**config.mk**
```make
export PLATFORM = sky130hd
export DESIGN_NAME = pc_load_ctrl
export DESIGN_NICKNAME = d
export VERILOG_FILES = /design/src/rtl/pc_load_ctrl.sv
export SDC_FILE = /design/constraint.sdc
export NUM_CORES = 1
export LEC_CHECK = 0
export BUFFER_PORTS_ARGS = -buffer_cell sky130_fd_sc_hd__buf_2
export CELL_PAD_IN_SITES_DETAIL_PLACEMENT = 0
export CELL_PAD_IN_SITES_GLOBAL_PLACEMENT = 1
export CORE_MARGIN = 2
export CORE_UTILIZATION = 38
export CTS_CLUSTER_SIZE = 16
export DETAILED_ROUTE_END_ITERATION = 16
export GPL_ROUTABILITY_DRIVEN = 0
export PLACE_DENSITY_LB_ADDON = 0.08
export SETUP_SLACK_MARGIN = 0.5
export SLEW_MARGIN = 20
export SYNTH_ARGS = -nofsm -noshare
export SYNTH_HDL_FRONTEND = slang
export SYNTH_SLANG_ARGS = --single-unit
```
**constraint.sdc**
```tcl
create_clock -name CP -period 1.6 [get_ports CP]
set_input_delay 0.08 -clock CP [delete_from_list [all_inputs] [get_ports CP]]
set_output_delay 0.08 -clock CP [all_outputs]
set_load 0.03 [all_outputs]
```
**src/rtl/pc_load_ctrl.sv**
```systemverilog
// pc_load_ctrl: control stage for a 16-bit program counter made of four
// cascaded '163 counters. Drives the chain's synchronous clear, parallel
// enable, count enable and load data. Jump targets are assembled from two
// bus bytes, and jumps are qualified by a condition selected from the CPU flags.
// Every output is a flop loaded from the next state, so no input reaches an
// output through combinational logic.
module pc_load_ctrl #(
    parameter int RESET_CYCLES = 2,
    parameter int ADDR_W       = 16
) (
    input  logic              CP,
    input  logic              _MR,
    input  logic [7:0]        BUS,
    input  logic              _LDLO,
    input  logic              _LDHI,
    input  logic              JMP,
    input  logic [2:0]        COND_SEL,
    input  logic [3:0]        FLAGS,
    input  logic              HALT,
    input  logic              RUN,
    output logic              _PC_MR,
    output logic              _PC_PE,
    output logic              PC_CEP,
    output logic [ADDR_W-1:0] PC_D,
    output logic              TAKEN,
    output logic              HALTED
);

    typedef enum logic [1:0] {
        ST_RST    = 2'd0,
        ST_RUN    = 2'd1,
        ST_LOAD   = 2'd2,
        ST_HALTED = 2'd3
    } state_t;

    state_t     state;
    state_t     state_next;
    logic [3:0] cnt;
    logic [7:0] hi;
    logic [7:0] lo;
    logic       cond_ok;
    logic       taken_now;
    logic [7:0] hi_eff;
    logic [7:0] lo_eff;

    // Evaluate the jump condition and the target with same-edge byte bypass
    always_comb begin
        cond_ok = 1'b0;
        case (COND_SEL)
            3'd0:    cond_ok = 1'b1;
            3'd1:    cond_ok = FLAGS[0];
            3'd2:    cond_ok = FLAGS[1];
            3'd3:    cond_ok = FLAGS[2];
            3'd4:    cond_ok = FLAGS[3];
            default: cond_ok = 1'b0;
        endcase
        taken_now = JMP & cond_ok;
        hi_eff    = (_LDHI == 1'b0) ? BUS : hi;
        lo_eff    = (_LDLO == 1'b0) ? BUS : lo;
    end

    // Next-state selection; a taken jump beats HALT, and HALT beats RUN
    always_comb begin
        state_next = state;
        case (state)
            ST_RST: begin
                // The edge where the counter reads 1 is the last clearing edge
                if (cnt <= 4'd1)
                    state_next = ST_RUN;
            end
            ST_RUN: begin
                if (taken_now)
                    state_next = ST_LOAD;
                else if (HALT)
                    state_next = ST_HALTED;
            end
            ST_LOAD: begin
                // Exactly one load cycle; a JMP seen here cannot retarget
                state_next = HALT ? ST_HALTED : ST_RUN;
            end
            ST_HALTED: begin
                if (taken_now)
                    state_next = ST_LOAD;
                else if (RUN && !HALT)
                    state_next = ST_RUN;
            end
            default: state_next = ST_RST;
        endcase
    end

    // Target byte registers follow their strobes in every state
    always_ff @(posedge CP or negedge _MR) begin
        if (!_MR) begin
            hi <= 8'h00;
            lo <= 8'h00;
        end else begin
            if (!_LDHI)
                hi <= BUS;
            if (!_LDLO)
                lo <= BUS;
        end
    end

    // State, reset-cycle counter, target and registered outputs
    always_ff @(posedge CP or negedge _MR) begin
        if (!_MR) begin
            state  <= ST_RST;
            cnt    <= 4'(RESET_CYCLES);
            PC_D   <= '0;
            _PC_MR <= 1'b0;
            _PC_PE <= 1'b1;
            PC_CEP <= 1'b0;
            TAKEN  <= 1'b0;
            HALTED <= 1'b0;
        end else begin
            state <= state_next;
            if (state == ST_RST && cnt > 4'd1)
                cnt <= cnt - 4'd1;
            // The target only changes on an edge that actually enters LOAD
            if ((state == ST_RUN || state == ST_HALTED) && taken_now)
                PC_D <= ADDR_W'({hi_eff, lo_eff});
            _PC_MR <= (state_next != ST_RST);
            _PC_PE <= (state_next != ST_LOAD);
            PC_CEP <= (state_next == ST_RUN);
            TAKEN  <= (state_next == ST_LOAD);
            HALTED <= (state_next == ST_HALTED);
        end
    end

endmodule

```
==> results by group <==
Run status
  • Status: finished with violations
  • Failing checks: setup timing

Power
  • Worst-case vdd ir drop: 0.476 mV
  • Pwr Total: 0.00283 W
  • Cell Pwr Density: around 1200 nW/um2
  • P_leak: around 1.1 nW

Logic synthesis
  • Synth Area per Inst: 15.4 um2
  • Top post-synthesis cells by area: dfrtp_1 (61%), mux2_2 (17%), mux2_4 (6.2%)
  • Mapped Cells: 110
  • Commonest cells post-synth: dfrtp_1 (41), mux2_2 (25), mux2_4 (7), nor2_1 (5), inv_1 (4)
  • Most common cell in the synthesized netlist: dfrtp_1
  • Synthesized area: 1690 um2
  • Synth Flop Type: dfrtp_1
  • Number of synthesized flops with an enable pin: 0
  • Total of warnings raised by yosys: 0
  • Synth cell types: 24
  • Synthesized flop and latch total: 43
  • Mapped Nets: between 100 and 150
  • Ys async rst share: 1.00
  • Share of the yosys chip area belonging to registers: 0.638
  • Leading area contributor after synthesis: dfrtp_1
  • Post-synth top area share: 0.607

Global route
  • Gr usage total: 0.148
  • Met3 usage: 0.0499
  • Initial antenna violation count: 0
  • GRT busiest layer: met2
  • First-pass GRT wire length: 5.65 mm
  • Met1 Usage GRT: 0.190
  • Vias in the first global route: 1112
  • M2 GR Usage: 0.236
  • Global route total overflow: 0
  • Largest net degree at the start of global routing: 26

Drt
  • Initial drt markers: 45
  • Remaining DRCs: 0
  • First-pass DRT Iterations: 3
  • Via count: 1057
  • Via density: 4.78
  • Routed len/inst: 15.6 um
  • Post-route ant nets: 0
  • Drt total wl: 3.44 mm

Min path
  • Hold crit path type: primary input to flip-flop
  • Hold Crit Depth: 2

Die
  • Num ports: 43
  • Core region area: 4320 um2
  • # rows: 24
  • Die Wd: about 70 um
  • Die area: around 5000 um2
  • Initial Util: 0.391
  • Die Y: ~71 um

Timing
  • Min cycle time layout: around 1600 ps
  • Setup Viol. Count Final: 1
  • Slew Viols, Final: 0
  • Fin crit share: 1.00
  • Clk_skew: between 5 and 6 ps
  • Measured slew at the worst slew-check pin: approximately 570 ps
  • Worst slew margin: 0.621
  • Post-route setup slack: -4.14 ps
  • Max frequency: 0.623 GHz
  • Final Hold Vio Count: 0
  • TNS Setup: -4.14 ps
  • Unrepaired setup endpoints after global routing: yes

Placement
  • Placed insts: between 200 and 250
  • I/O Buffers: 42
  • Area after DPL: just over 2000 um2
  • Hpwl dp: ~2.2 mm
  • Pre-CTS setup slack: -40.3 ps

Critical path
  • R2r setup slk: -4 ps
  • Reg2reg end: cnt[3]
  • Critical R2R Launch: cnt[1]
  • Setup CP Type: flip-flop to flip-flop
  • Worst setup SP type: flip-flop
  • Worst Path Max Fanout: 2
  • Setup crit end: cnt[3]
  • WP data required: around 1800 ps
  • Slowest cell on crit path: dfstp_2
  • Critical path's largest stage delay: roughly 540 ps
  • Cells along the critical path: inv_2, ha_2, nor2_4, o31ai_4, or4_4, xnor2_1
  • CP Capture Type: flip-flop
  • CP Launch Point: cnt[1]
  • Worst R2R Path Depth: 6
  • CP Data Arrival Time: 1770 ps

Finish
  • Layout cells sized above 1: 0.657
  • P&R area growth vs syn: 37.2%
  • Final Non-Filler Cells: 221
  • Final Cell Area: 2320 um2
  • Antenna cell count: 0
  • Filler cells: 388
  • Final nets: 192

Clocking
  • Clk sinks: 43
  • Clk_lat worst skew: 280 ps
  • Clk root buf: clkbuf_8
  • Clk slew on worst S/H paths: 80 ps
  • Clock buffer depth: 2
  • Num CTS Buffers: 5
  • # H-tree levels: 2
  • TritonCTS clock tree: built

Flow run
  • Max-Cap Viols: 0
placed cells by master (no fill, tap or decap), types with 2 or more instances in the layout:
cell      instances
and3_4            2
buf_12            2
buf_16            3
buf_2            41
buf_4             4
buf_6             3
clkbuf_8          5
clkinv_2          3
dfrtp_1          41
dfstp_2           2
inv_1             2
inv_2             2
mux2_2           16
mux2_4           16
nand2_1           2
nor2_1            2
nor2_4            2
o21ai_1           2
xnor2_1           2
worst max-delay path, delay by kind of cell (launching register included):
family / cells / cell delay [ps]
buffers and inverters: 1 / 50
XOR/XNOR: 1 / 140
AND/OR/NAND/NOR: 2 / 530
AO/OA/AOI/OAI: 1 / 60
adder cells (fa/ha/maj): 1 / 180
flip-flops: 1 / 540
cell type report:
class                   count  area (um2)  area share
flip-flops and latches     43        1080       0.465
multi-input cells          58         653       0.281
inverters                   5        31.3      0.0135
repair buffers             55         409       0.176
clock inverters             3        15.0     0.00647
well taps                  52        65.1      0.0280
clock buffers               5        68.8      0.0296
kinds of logic (layout without fill, tap and decap cells):
kind of cell	count (synthesis)	after routing	share of synthesized area
adders and majority gates	2	2	0.0148
and+or+nand+nor	13	13	0.0370
DFF	43	43	0.638
buffers and inverters	9	68	0.0340
muxes	33	33	0.234
AOI/OAI and AO/OA	7	7	0.0266
xor gates and xnor gates	3	3	0.0155
timing repair:
item / in CTS / in global routing
pin swaps: 2 / 0
endpoints found under the hold margin: 21 / 0
resized for setup: 17 / 4
cloned: 3 / 0
hold buffers: 1 / 0
setup buffers: 5 / 0
setup endpoints to repair: 25 / 28
power breakdown:
part	total, W	switching (W)	internal (W)	leakage [nW]
clock	0.000647	0.000349	0.000299	0.0477
sequential	0.00134	0.0000803	0.00126	0.505
combinational	0.000842	0.000463	0.000378	0.542
total	0.00283	0.000892	0.00194	1.10
flip-flops by register name, indices dropped and copies added (netlist names):
| register | count |
|---|---|
| hi | 8 |
| _PC_MR | 1 |
| PC_D | 16 |
| lo | 8 |
| cnt | 4 |
| TAKEN | 1 |
| state | 2 |
| _PC_PE | 1 |
| PC_CEP | 1 |
| HALTED | 1 |
how the worst min path moves through the flow:
stage / startpoint / to / slack (ps)
after CTS: BUS[2] / hi[2] / 40
final: BUS[2] / hi[2] / 60
after global placement: _MR / lo[7] / 90
after global routing: BUS[7] / hi[7] / 50
after floorplan: _MR / HALTED / -220
after detailed placement: _MR / hi[7] / 100
per-stage QoR:
stage,hold slack [ps],utilization
floorplan,-216,-
global placement,88.7,0.471
detailed placement,102,0.471
CTS,44.5,0.533
global route,50.5,0.537
finish,58.4,0.537
per-layer routing:
layer | wire length, um | up-vias | share of wire
met2 | 1680 | 27 | 0.49
met4 | 57 | 0 | 0.017
met3 | 175 | 6 | 0.051
li1 | - | 483 | -
met5 | 0 | - | 0
met1 | 1530 | 541 | 0.44
(Power assumes the default switching activity.)
